`src/rtl/isa_pkg.sv`:
```
// Shared ISA definitions: instruction class codes, condition codes and field
// bit positions, common to the instruction encoder and decoder.
package isa_pkg;

    typedef enum logic [2:0] {
        CLS_DP_REG = 3'b000,
        CLS_DP_IMM = 3'b001,
        CLS_LS_IMM = 3'b010,
        CLS_LS_REG = 3'b011,
        CLS_BRANCH = 3'b101
    } cls_e;

    typedef enum logic [3:0] {
        COND_EQ = 4'b0000,
        COND_NE = 4'b0001,
        COND_CS = 4'b0010,
        COND_CC = 4'b0011,
        COND_MI = 4'b0100,
        COND_PL = 4'b0101,
        COND_VS = 4'b0110,
        COND_VC = 4'b0111,
        COND_HI = 4'b1000,
        COND_LS = 4'b1001,
        COND_GE = 4'b1010,
        COND_LT = 4'b1011,
        COND_GT = 4'b1100,
        COND_LE = 4'b1101,
        COND_AL = 4'b1110,
        COND_NV = 4'b1111
    } cond_e;

    localparam int COND_LSB   = 28;
    localparam int CLS_LSB    = 25;
    localparam int P_BIT      = 24;
    localparam int LINK_BIT   = 24;
    localparam int U_BIT      = 23;
    localparam int OPC_LSB    = 21;
    localparam int S_BIT      = 20;
    localparam int L_BIT      = 20;
    localparam int RN_LSB     = 16;
    localparam int RD_LSB     = 12;
    localparam int RS_LSB     = 8;
    localparam int ROT_LSB    = 8;
    localparam int AMT_LSB    = 7;
    localparam int SHIFT_LSB  = 5;
    localparam int REG_SH_BIT = 4;

    typedef struct packed {
        logic [3:0]  cond;
        logic [3:0]  opcode;
        logic        set_flags;
        logic [3:0]  rd;
        logic [3:0]  rn;
        logic [3:0]  rm;
        logic [3:0]  rs;
        logic [1:0]  shift;
        logic [4:0]  shift_amount;
        logic        use_rs;
        logic [3:0]  rotate_imm;
        logic [7:0]  imm8;
        logic [11:0] imm12;
        logic        load;
        logic [23:0] offset24;
        logic        link;
    } fields_t;

endpackage

```
`src/rtl/instr_fifo2.sv`:
```
// Two-entry, 32-bit instruction word FIFO with registered head and occupancy.
module instr_fifo2 (
    input  logic        clk,
    input  logic        rst,
    input  logic        push,
    input  logic [31:0] push_data,
    input  logic        pop,
    output logic [31:0] head,
    output logic [1:0]  count
);

    logic [31:0] mem_r [2];
    logic        wr_ptr_r;
    logic        rd_ptr_r;
    logic [1:0]  count_r;
    logic        push_ok_s;
    logic        pop_ok_s;

    // Never overfill or underflow, whatever the caller does.
    assign push_ok_s = push && (count_r != 2'd2);
    assign pop_ok_s  = pop && (count_r != 2'd0);

    // Storage, pointers and occupancy.
    always_ff @(posedge clk or posedge rst) begin
        if (rst) begin
            for (int i = 0; i < 2; i++) begin
                mem_r[i] <= 32'h0000_0000;
            end
            wr_ptr_r <= 1'b0;
            rd_ptr_r <= 1'b0;
            count_r  <= 2'd0;
        end else begin
            if (push_ok_s) begin
                mem_r[wr_ptr_r] <= push_data;
                wr_ptr_r        <= ~wr_ptr_r;
            end
            if (pop_ok_s) begin
                rd_ptr_r <= ~rd_ptr_r;
            end
            case ({push_ok_s, pop_ok_s})
                2'b10:   count_r <= count_r + 2'd1;
                2'b01:   count_r <= count_r - 2'd1;
                default: count_r <= count_r;
            endcase
        end
    end

    assign head  = mem_r[rd_ptr_r];
    assign count = count_r;

endmodule

```
`src/rtl/instr_encoder.sv`:
```
// Packs instruction field bundles into 32-bit words, rejects illegal classes
// and conditions, and streams words out through a two-entry FIFO.
module instr_encoder
    import isa_pkg::*;
(
    input  logic        clk,
    input  logic        rst,
    input  logic        in_valid,
    output logic        in_ready,
    input  logic [2:0]  cls,
    input  logic [3:0]  cond,
    input  logic [3:0]  opcode,
    input  logic        set_flags,
    input  logic [3:0]  rd,
    input  logic [3:0]  rn,
    input  logic [3:0]  rm,
    input  logic [3:0]  rs,
    input  logic [1:0]  shift,
    input  logic [4:0]  shift_amount,
    input  logic        use_rs,
    input  logic [3:0]  rotate_imm,
    input  logic [7:0]  imm8,
    input  logic [11:0] imm12,
    input  logic        load,
    input  logic [23:0] offset24,
    input  logic        link,
    output logic        out_valid,
    input  logic        out_ready,
    output logic [31:0] out_instr,
    output logic        err,
    output logic [15:0] word_count
);

    function automatic logic [31:0] enc_dp_reg(input fields_t f);
        logic [11:0] low12;
        if (f.use_rs) begin
            low12 = {f.rs, 1'b0, f.shift, 1'b1, f.rm};
        end else begin
            low12 = {f.shift_amount, f.shift, 1'b0, f.rm};
        end
        return {f.cond, 3'b000, f.opcode, f.set_flags, f.rn, f.rd, low12};
    endfunction

    function automatic logic [31:0] enc_dp_imm(input fields_t f);
        return {f.cond, 3'b001, f.opcode, f.set_flags, f.rn, f.rd, f.rotate_imm, f.imm8};
    endfunction

    // Pre-indexed, up, word, no writeback.
    function automatic logic [31:0] enc_ls_imm(input fields_t f);
        return {f.cond, 3'b010, 4'b1100, f.load, f.rn, f.rd, f.imm12};
    endfunction

    function automatic logic [31:0] enc_ls_reg(input fields_t f);
        return {f.cond, 3'b011, 4'b1100, f.load, f.rn, f.rd,
                f.shift_amount, f.shift, 1'b0, f.rm};
    endfunction

    function automatic logic [31:0] enc_branch(input fields_t f);
        return {f.cond, 3'b101, f.link, f.offset24};
    endfunction

    fields_t     fields_s;
    logic [31:0] word_s;
    logic        legal_s;
    logic [1:0]  occ_s;
    logic [31:0] head_s;
    logic        accept_s;
    logic        push_s;
    logic        pop_s;
    logic        err_r;
    logic [15:0] word_count_r;

    assign fields_s = '{cond: cond, opcode: opcode, set_flags: set_flags, rd: rd,
                        rn: rn, rm: rm, rs: rs, shift: shift,
                        shift_amount: shift_amount, use_rs: use_rs,
                        rotate_imm: rotate_imm, imm8: imm8, imm12: imm12,
                        load: load, offset24: offset24, link: link};

    // Class-selected encoding and legality of the offered bundle.
    always_comb begin
        word_s  = 32'h0000_0000;
        legal_s = 1'b0;
        case (cls_e'(cls))
            CLS_DP_REG: begin word_s = enc_dp_reg(fields_s); legal_s = 1'b1; end
            CLS_DP_IMM: begin word_s = enc_dp_imm(fields_s); legal_s = 1'b1; end
            CLS_LS_IMM: begin word_s = enc_ls_imm(fields_s); legal_s = 1'b1; end
            CLS_LS_REG: begin word_s = enc_ls_reg(fields_s); legal_s = 1'b1; end
            CLS_BRANCH: begin word_s = enc_branch(fields_s); legal_s = 1'b1; end
            default:    begin word_s = 32'h0000_0000; legal_s = 1'b0; end
        endcase
        if (cond_e'(cond) == COND_NV) begin
            legal_s = 1'b0;
        end else begin
            legal_s = legal_s;
        end
    end

    // Ready depends only on registered occupancy, never on out_ready.
    assign in_ready  = (occ_s != 2'd2);
    assign out_valid = (occ_s != 2'd0);
    assign out_instr = head_s;
    assign accept_s  = in_valid && in_ready;
    assign push_s    = accept_s && legal_s;
    assign pop_s     = out_valid && out_ready;

    instr_fifo2 u_fifo (
        .clk       (clk),
        .rst       (rst),
        .push      (push_s),
        .push_data (word_s),
        .pop       (pop_s),
        .head      (head_s),
        .count     (occ_s)
    );

    // Rejection pulse and delivered-word counter.
    always_ff @(posedge clk or posedge rst) begin
        if (rst) begin
            err_r        <= 1'b0;
            word_count_r <= 16'h0000;
        end else begin
            err_r <= accept_s && !legal_s;
            if (pop_s) begin
                word_count_r <= word_count_r + 16'h0001;
            end
        end
    end

    assign err        = err_r;
    assign word_count = word_count_r;

endmodule

```
`config.mk`:
```
export PLATFORM = sky130hd
export DESIGN_NAME = instr_encoder
export DESIGN_NICKNAME = d
export VERILOG_FILES = /design/src/rtl/isa_pkg.sv /design/src/rtl/instr_fifo2.sv /design/src/rtl/instr_encoder.sv
export SDC_FILE = /design/constraint.sdc
export NUM_CORES = 1
export LEC_CHECK = 0
export ABC_CLOCK_PERIOD_IN_PS = 3000
export BUFFER_PORTS_ARGS = -buffer_cell sky130_fd_sc_hd__buf_4
export CAP_MARGIN = 30
export CORE_ASPECT_RATIO = 0.5
export CORE_MARGIN = 3
export CORE_UTILIZATION = 47
export CTS_CLUSTER_SIZE = 8
export DETAILED_ROUTE_END_ITERATION = 10
export PLACE_DENSITY_LB_ADDON = 0.12
export RECOVER_POWER = 100
export SLEW_MARGIN = 10
export SYNTH_ARGS = -nofsm -noshare
export SYNTH_HDL_FRONTEND = slang
export SYNTH_SLANG_ARGS = --single-unit
```
`constraint.sdc`:
```
create_clock -name clk -period 3 [get_ports clk]
set_clock_uncertainty 0.2 [all_clocks]
set_input_delay 0.45 -clock clk [delete_from_list [all_inputs] [get_ports clk]]
set_output_delay 0.45 -clock clk [all_outputs]
set_load 0.02 [all_outputs]
```
Word-level counts from Yosys, hierarchy flattened

Index checks and enable logic that the tools add are counted.

Register bits after elaboration: 85
Output and inout port bits: 51

Bitwise gates (word level): 4
Reduce and logical (&&, ||, !) cells: 12
Mux-type cells: 11
Add/subtract/negate cells: 3
Equal/unequal tests: 8
Magnitude comparators: 3

Operator list:

| operator              | number |
|---|---|
| $pmux 32 s5           | 1 |
| $mux 32               | 4 |
| $bwmux 64             | 1 |
| $demux 32 s1          | 1 |
| $add 16x1->16 const B | 1 |
| $mux 12               | 1 |
| $logic_and 1x1->1     | 7 |
| $eq 3x2->1 const B    | 2 |
| $reduce_or 5->1       | 1 |
| $eq 4x4->1 const B    | 1 |
| $ge 2x2->1 const B    | 2 |
| $not 1->2             | 2 |
| $pmux 2 s2            | 1 |
| $reduce_bool 2->1     | 2 |
| $eq 3x1->1 const B    | 1 |
| $eq 3x3->1 const B    | 1 |
| $logic_not 3->1       | 1 |
| $add 2x1->2 const B   | 1 |
| $eq 2x1->1 const B    | 1 |
| $eq 2x2->1 const B    | 1 |
| $lt 2x1->1 const B    | 1 |
| $mux 1                | 2 |
| $ne 2x2->1 const B    | 1 |
| $not 1->1             | 2 |
| 2 further kinds       | 2 |

Logic depth before layout (Yosys ltp)

Gate-level depths: netlist of the first run.

Word-level depth: 8
Mapped depth: 8
Depth with buffers taken out: 7

Modules after synthesis

Synthesis of the first run repeated with hierarchy kept, for this count alone.

Cells, all modules: 364
Area total of the unflattened synthesis: 4639.4 µm²

Modules (own cells, without submodules):

| module        | instances | sequential area each (µm²) | area each (µm²) | cells an instance |
|---|---|---|---|---|
| instr_fifo2   | 1         | 1701.6                     | 3130.5          | 188 |
| instr_encoder | 1         | 425.4                      | 1508.9          | 176 |

Worst setup path after synthesis of the first run

OpenSTA, ideal clock, no wires.

Path kind: in2reg
Start point: in cls[0]
End point: reg u_fifo.mem_r[38] (netlist bit)
Stages on the path: 7
Data required time: 2.675 ns
Buffers on the path: 3
Arrival: 1.884 ns
Setup slack: 0.791 ns
Setup time: 0.125 ns
Cell sequence: buf_4 -> nand2b_4 -> buf_6 -> a2111o_4 -> nor2_8 -> buf_12 -> mux2_4

Longest elaborated chain between the ends: 6

Ends and longest elaborated chain:

| element                                  | RTL line             | RTL |
|---|---|---|
| start, declared                          | instr_encoder.sv:10  | `input logic [2:0] cls,` |
| $eq 3x3->1, or another cell as far along | instr_encoder.sv:83  | `case (cls_e'(cls))` |
| $reduce_or 5->1 (no source line)         | --                   |  |
| $mux 1                                   | instr_encoder.sv:83  |  |
| $mux 1                                   | instr_encoder.sv:91  | `if (cond_e'(cond) == COND_NV) begin` |
| $logic_and 1x1->1                        | instr_encoder.sv:103 | `assign push_s = accept_s && legal_s;` |
| $logic_and 1x1->1                        | instr_fifo2.sv:20    | `assign push_ok_s = push && (count_r != 2'd2);` |
| end signal, assigned by index            | instr_fifo2.sv:34    | `mem_r[wr_ptr_r] <= push_data;` |
| end, declared                            | instr_fifo2.sv:12    | `logic [31:0] mem_r [2];` |

Parallel ways exist; a longest one is shown, timed or not.
A chain may end at the register's enable or synchronous reset.

Final worst setup path of the first run

Start point: reg u_fifo.count_r[1], in the netlist u_fifo.count[1]
End point: reg u_fifo.mem_r[35] (netlist bit)

Longest elaborated chain between the ends: 4

Ends and longest elaborated chain:

| element                | RTL line                               | RTL |
|---|---|---|
| start, declared        | instr_fifo2.sv:15                      | `logic [1:0] count_r;` |
| start signal, assigned | instr_fifo2.sv:41                      | `2'b10: count_r <= count_r + 2'd1;` |
| start signal, assigned | instr_fifo2.sv:42                      | `2'b01: count_r <= count_r - 2'd1;` |
| start signal, assigned | instr_fifo2.sv:43                      | `default: count_r <= count_r;` |
| $ne 2x2->1 (*)         | instr_fifo2.sv:20, instr_encoder.sv:99 |  |
| $logic_and 1x1->1      | instr_encoder.sv:102                   | `assign accept_s = in_valid && in_ready;` |
| $logic_and 1x1->1      | instr_encoder.sv:103                   |  |
| $logic_and 1x1->1 (*)  | instr_fifo2.sv:20                      |  |

Every way passes the cells marked *; elsewhere a longest branch is shown, timed or not.

==> results.yml, run 1 <==
outcome:
  status: "finished clean"
global_route:
  grt_pass1_wl_mm: 17.2
  grt_max_degree: 61
  grt_pass1_vias: 3392
  antenna_found_initial: 0
  grt.total_usage_pct: 19.8
  gr-total-overflow: 0
routing:
  drc_errors: 0
  drt_wl_total_mm: 10.6
  wire_per_inst_um: 16.2
  dr.pass1.iters: 4
  num_vias: 3382
  drt-initial-drc-count: 118
  antenna_left: 0
  avgViaCountPerCell: 5.18
clock_network:
  insertion_delay_ns: 0.33
  cts_tree: "yes"
  hold_buffers: 1
  cts_setup_buffers: 0
  cts_inserted_buffers: 9
  ctsResizeCount: 0
  cts-root-buf: "clkbuf_16"
  cts_sinks: 85
  clk_pin_slew_ns: 0.06
  clk_path_buf_depth: 2
  h-tree-depth: 3
sta:
  drv_slew: 0
  layout_worst_path_cycle_share_pct: 83.9
  hold_ws_ns: 0.237
  tightest_slew_ns: 1.15
  fmaxAchievable_ghz: 0.397
  grt_setup_unrepaired: "no"
  fin_tns_setup_ns: 0
  setup_viol: 0
  min_period_ns: 2.52
  slew_headroom_pct: 22.7
  hold_viol_final: 0
job:
  max_cap_violations: 0
power:
  internal_power_mw: 3.29
  pwr-share-seq_pct: 38.5
  peakVddDrop_mv: 0.515
  p_per_area_mw_per_mm2: 896
  p_leak_nw: 2.75
  switchingPower_mw: 1.88
  switching_share_pct: 36.4
  combPwrFrac_pct: 39.5
  clkPwrFrac_pct: 22.0
floorplanning:
  die_y_um: 75.8
  io-pin-count: 141
  start_util_pct: 50.4
  coreArea_mm2: 0.00910
  rows: 24
  die_area_mm2: 0.0110
  die_w_um: 146
layout:
  fin_nets: 610
  nFillCells: 832
  multiInputGateArea_mm2: 0.00215
  area_growth_pct: 25.8
  drive_above_1_share_pct: 35.2
  ff_latch_area_mm2: 0.00213
  n_antenna_cell: 0
synth:
  syn_area_mm2: 0.00458
  synth_seq_cells: 85
  yosys_warnings: 0
  ys_types: 37
  synth-seq-area-share_pct: 46.4
  postSynthCellCount: 381
  synthesis.nets: 473
  syn_avg_cell_area_um2: 12.0
placement:
  port_buffers: 140
  dp_hpwl_mm: 7.59
  routabilityCongestion: 0.760
min_path:
  hp-start: "in_valid"
  hold_class: "in2reg"
critical_path:
  rr_startpoint: "u_fifo.count[1]"
  cp-start-kind: "register"
  crit_start: "u_fifo.count[1]"
  crit_path_max_fanout: 12
  cp.required_ns: 3.01
  end_kind: "register"
  crit_type: "reg2reg"
  worstPathArrival_ns: 2.53
worst paths after layout:
| path | endpoint | slack, ns | cells past startpoint |
|---|---|---|---|
| setup / recovery | u_fifo.mem_r[35] | 0.48 | 5 |
| hold / removal | err | 0.24 | 3 |
| min in group asynchronous | word_count[15] | 0.70 | 3 |
| setup reg to reg | u_fifo.mem_r[35] | 0.48 | 5 |
| hold reg to reg | word_count[15] | 0.27 | 1 |
| max in group asynchronous | u_fifo.mem_r[1] | 1.08 | 4 |
layout make-up:
cell class	instances	share of cell area (%)
flip-flops and latches	85	36.9
multi-input cells	258	37.3
repair buffers	150	16.6
clock buffers	13	4.69
clock inverters	3	0.738
well taps	130	2.82
inverters	14	0.933
kinds of logic after synthesis:
logic type,after synthesis,synth area share (%)
fa+ha+maj,2,0.546
flops,85,46.4
simple gates,84,8.95
compound gates,41,6.88
mux,111,28.8
xor+xnor,20,3.82
buf+inv,38,4.59
per-stage QoR:
stage               setup slack (ns)  power, mW  instances  instance area [µm²]  util (%)
finish                         0.483       5.17        653                 5770      63.4
global route                   0.375       5.49        653                 5770      63.4
CTS                            0.505       5.71        653                 6070      66.7
detailed placement             0.607       4.53        636                 5750      63.2
global placement               0.642       4.48        636                 5750      63.2
floorplan                      0.157       3.61        381                 4580         -
power by group through the flow:
stage          Clock, mW  Combinational [mW]  Sequential (mW)
6_report            1.14                2.04             1.99
2_1_floorplan          0                1.72             1.89
4_1_cts             1.17                2.54             2.00
3_5_place_dp           0                2.52             2.01
3_3_place_gp           0                2.48             2.00
5_1_grt             1.22                2.22             2.05
cells in the mapped netlist:
library cell	number	share of area [%]
nor2_1	17	1.4
nor2_8	1	0.44
nand2b_4	1	0.30
nand4_1	5	0.68
and2_1	4	0.55
buf_4	1	0.16
a22oi_1	1	0.16
inv_1	14	1.1
mux2_4	26	8.5
a221oi_1	4	0.76
nand2_1	36	2.9
and3_1	3	0.41
o2bb2ai_1	10	1.9
nor3_1	4	0.44
buf_6	1	0.25
a2111o_4	1	0.46
clkbuf_1	13	1.1
a21o_1	1	0.16
and4_1	3	0.57
or3_1	1	0.14
nor2b_1	2	0.27
buf_2	6	0.66
mux2_2	64	16
o2111a_1	1	0.25
xnor2_1	14	2.7
o21ai_0	10	1.1
or2_2	2	0.27
o22ai_1	2	0.27
a221o_1	5	1.1
xor2_1	6	1.1
ha_1	2	0.55
a21boi_0	1	0.16
a21oi_1	5	0.55
mux2i_1	21	4.6
nand3_1	5	0.55
buf_12	3	1.3
dfrtp_1	85	46
worst max-delay path, cell delays in order, from the launching register on:
cell      delay (ns)
dfrtp_1         0.41
nor2b_1         0.19
a2111o_4        0.48
nor2_8          0.09
clkbuf_1        0.62
mux2_1          0.40
per-layer routing:
metal  share of wire, %  GRT usage [%]  wire length, µm
met1                 46           25.3             4850
met2                 47           32.9             4980
met3                5.8           6.30              615
met4                1.2           6.41              130
met5                  0              0                0
placed cells by master, fill, tap and decap left out, drive strengths merged:
cell,netlist,final
nor2b,2,2
and3,3,3
xor2,6,6
a2111o,1,1
buf,11,95
inv,14,13
clkbuf,13,67
o2bb2ai,10,10
o22ai,2,2
nor3,4,4
a221oi,4,4
clkinv,0,1
o2111a,1,1
dfrtp,85,85
and4,3,3
nand3,5,5
nand2b,1,1
clkinvlp,0,2
a221o,5,5
nor2,18,18
mux2i,21,21
o21ai,10,10
or2,2,2
ha,2,2
a21o,1,1
a21boi,1,1
or3,1,1
xnor2,14,14
a21oi,5,5
mux2,90,90
nand4,5,5
dlygate4sd3,0,1
nand2,36,36
a22oi,1,1
and2,4,4
bufinv,0,1
flip-flops by register name, indices dropped and copies added, names as in the netlist:
register and count:
u_fifo.mem_r 64, word_count 16, u_fifo.count 2, err 1, u_fifo.rd_ptr_r 1, u_fifo.wr_ptr_r 1
No activity file was read; power rests on OpenSTA's default activity.
==> inputs of run 2 (changes only) <==
ABC_AREA = 1   (was not set)
ABC_CLOCK_PERIOD_IN_PS = 2600   (was 3000)
CORE_UTILIZATION = 52   (was 47)
clock period = 2.6 ns   (was 3 ns; I/O delays follow)
==> run 2 against run 1 <==
  * Routed wire length rose by 15%
  * First-iteration DRC count rose by 130%
  * Non-clock buffer count fell by 2
  * Sequential power rose by 9.5%
  * Global-route usage rose by 5.0 points
  * Design area barely moved
  * Final cell count rose by 36%
  * Worst setup slack got worse by 0.20 ns
  * Sequential cell count did not move
  * Register-to-register slack got worse by 0.11 ns
  * Critical path type is now reg2out
  * Critical endpoint is now out_instr[22]
  * Largest cell class is now registers
  * Largest power group unchanged
  * Highest routed layer unchanged
==> results.yml, run 2 <==
outcome:
  status: "finished clean"
placement:
  routabilityCongestion: 0.844
  dp_hpwl_mm: 8.61
  port_buffers: 140
  placed_cell_area_mm2: 0.00574
critical_path:
  reg2reg_slack_ns: 0.37
  crit_path_max_fanout: 35
  r2r_end: "u_fifo.mem_r[13]"
  crit_type: "reg2out"
  rr_startpoint: "u_fifo.count[0]"
  end_kind: "primary output"
  cp-start-kind: "register"
  worstPathArrival_ns: 1.73
  worstRegToRegCells: 7
  cp.required_ns: 2.01
synth:
  synth_area_leader_cell: "dfrtp_1"
  syn_avg_cell_area_um2: 7.26
  yosys-top-cells-count: "nand2_1, dfrtp_1, inv_1"
  synth_top_area_share_pct: 46.1
  synthesis.nets: 728
  synth_seq_cells: 85
  yosys_warnings: 0
  synth_edf_count: 0
  syn_area_mm2: 0.00462
  ys.flop_type: "dfrtp_1"
  postSynthCellCount: 636
  yosysMostFrequentCell: "nand2_1"
  synth_area_leaders: "dfrtp_1, nand2_1, inv_1, o21ai_0, nor2_1"
  async_flop_share_pct: 100
  ys_types: 28
  synth-seq-area-share_pct: 46.1
floorplanning:
  start_util_pct: 55.5
  die_w_um: 139
  io-pin-count: 141
  coreArea_mm2: 0.00832
  die_y_um: 72.6
  die_area_mm2: 0.0101
  rows: 23
power:
  p_per_area_mw_per_mm2: 976
  internal_power_mw: 3.23
  switchingPower_mw: 2.40
  clkPwrFrac_pct: 21.0
  p_total_mw: 5.63
  peakVddDrop_mv: 0.665
  switching_share_pct: 42.6
  combPwrFrac_pct: 40.4
  p_leak_nw: 3.12
  pwr-share-seq_pct: 38.7
routing:
  drt-initial-drc-count: 270
  antenna_left: 0
  dr.pass1.iters: 5
  drc_errors: 0
  drt_wl_total_mm: 12.2
  num_vias: 4456
  wire_per_inst_um: 13.8
  avgViaCountPerCell: 5.02
clock_network:
  hold_buffers: 1
  ctsResizeCount: 0
  insertion_delay_ns: 0.34
  clk_pin_slew_ns: 0.06
  cts-root-buf: "clkbuf_16"
  cts_sinks: 85
  cts_tree: "yes"
  cts_setup_buffers: 0
  cts_inserted_buffers: 9
  h-tree-depth: 3
  clk_path_buf_depth: 2
layout:
  drive_above_1_share_pct: 16.4
  area_growth_pct: 24.8
  n_antenna_cell: 0
  mostFrequentLayoutCells: "nand2_1, buf_4, dfrtp_1"
  fin_nets: 863
  largest_reg_flops: 64
  final_core_util_pct: 69.3
  fin_area_mm2: 0.00576
  nFillCells: 778
  top_register: "u_fifo.mem_r"
  mostFrequentLayoutCell: "nand2_1"
sta:
  layout_worst_path_cycle_share_pct: 89.3
  hold_viol_final: 0
  slew_headroom_pct: 8.79
  min_period_ns: 2.32
  fmaxAchievable_ghz: 0.431
  fin_tns_setup_ns: 0
  tightest_slew_ns: 1.36
  setup_viol: 0
  grt_setup_unrepaired: "no"
  drv_slew: 0
global_route:
  grt_pass1_wl_mm: 20.3
  grt_max_degree: 43
  antenna_found_initial: 0
  grt_pass1_vias: 4320
  grt.total_usage_pct: 24.8
  gr-total-overflow: 0
min_path:
  holdPathEnd: "u_fifo.mem_r[43]"
  hp-start: "shift_amount[4]"
  hold_path_depth: 5
  hold_class: "in2reg"
job:
  max_cap_violations: 0
run 2: cell count changes in the layout (fill, tap and decap cells not counted), moves of 5 or more:
cell	before	now
a221o_1	5	0
mux2i_1	21	0
o21ai_0	10	45
o2bb2ai_1	10	0
xnor2_1	14	2
nand3_1	5	18
nand3b_1	0	6
mux2_2	64	0
nand2_1	36	334
nor2_1	17	31
inv_1	13	44
mux2_1	25	0
run 2: how the worst max path moves through the flow:
stage / from / to / slack (ns)
floorplan: u_fifo.count[0] / u_fifo.count[1] / 0.72
global placement: cls[1] / u_fifo.count[1] / 0.66
detailed placement: cls[1] / u_fifo.mem_r[48] / 0.55
CTS: u_fifo.rd_ptr_r / out_instr[22] / 0.34
global route: u_fifo.rd_ptr_r / out_instr[21] / 0.19
finish: u_fifo.rd_ptr_r / out_instr[22] / 0.28
run 2: layer usage:
metal,up-vias,GRT usage [%],part of all wire [%]
met5,-,0,0
met4,0,5.42,0.84
met3,12,7.59,6.6
met2,121,44.4,50
met1,2100,30.3,42
li1,2223,-,-
run 2: worst max-delay path, cell delays in order, from the launching register on:
cell and delay (ns):
dfrtp_1 0.47, buf_4 0.41, nand2_1 0.12, o21ai_0 0.12, clkbuf_1 0.27
run 2: kinds of logic (layout without fill, tap and decap cells):
logic type	Yosys count	in the layout	synth area share (%)
buffers and inverters	72	211	7.45
XOR/XNOR	12	12	2.28
flip-flops	85	85	46.1
AND/OR/NAND/NOR	408	408	37.0
AO/OA/AOI/OAI	57	57	6.69
adder cells (fa/ha/maj)	2	2	0.542
run 2: through the flow:
step | std cells | hold WS [ns] | setup WS (ns)
after CTS | 887 | 0.158 | 0.336
after global placement | 871 | 0.261 | 0.663
after floorplan | 636 | 0.249 | 0.722
after detailed placement | 871 | 0.265 | 0.551
final | 887 | 0.162 | 0.279
after global routing | 887 | 0.181 | 0.185
run 2: layout make-up:
type | count | area [µm²] | share of cell area (%)
multi-input cells | 479 | 2100 | 36.4
inverters | 48 | 183 | 3.17
clock inverters | 4 | 25.0 | 0.434
well taps | 112 | 140 | 2.43
flip-flops and latches | 85 | 2130 | 36.9
clock buffers | 11 | 243 | 4.21
repair buffers | 148 | 948 | 16.5
run 2: power by group through the flow:
stage	Combinational [mW]	Sequential (mW)	Clock [mW]
final	2.27	2.18	1.18
after global routing	2.55	2.25	1.25
after CTS	2.67	2.18	1.20
after detailed placement	2.65	2.19	0
after global placement	2.58	2.18	0
after floorplan	1.64	2.17	0
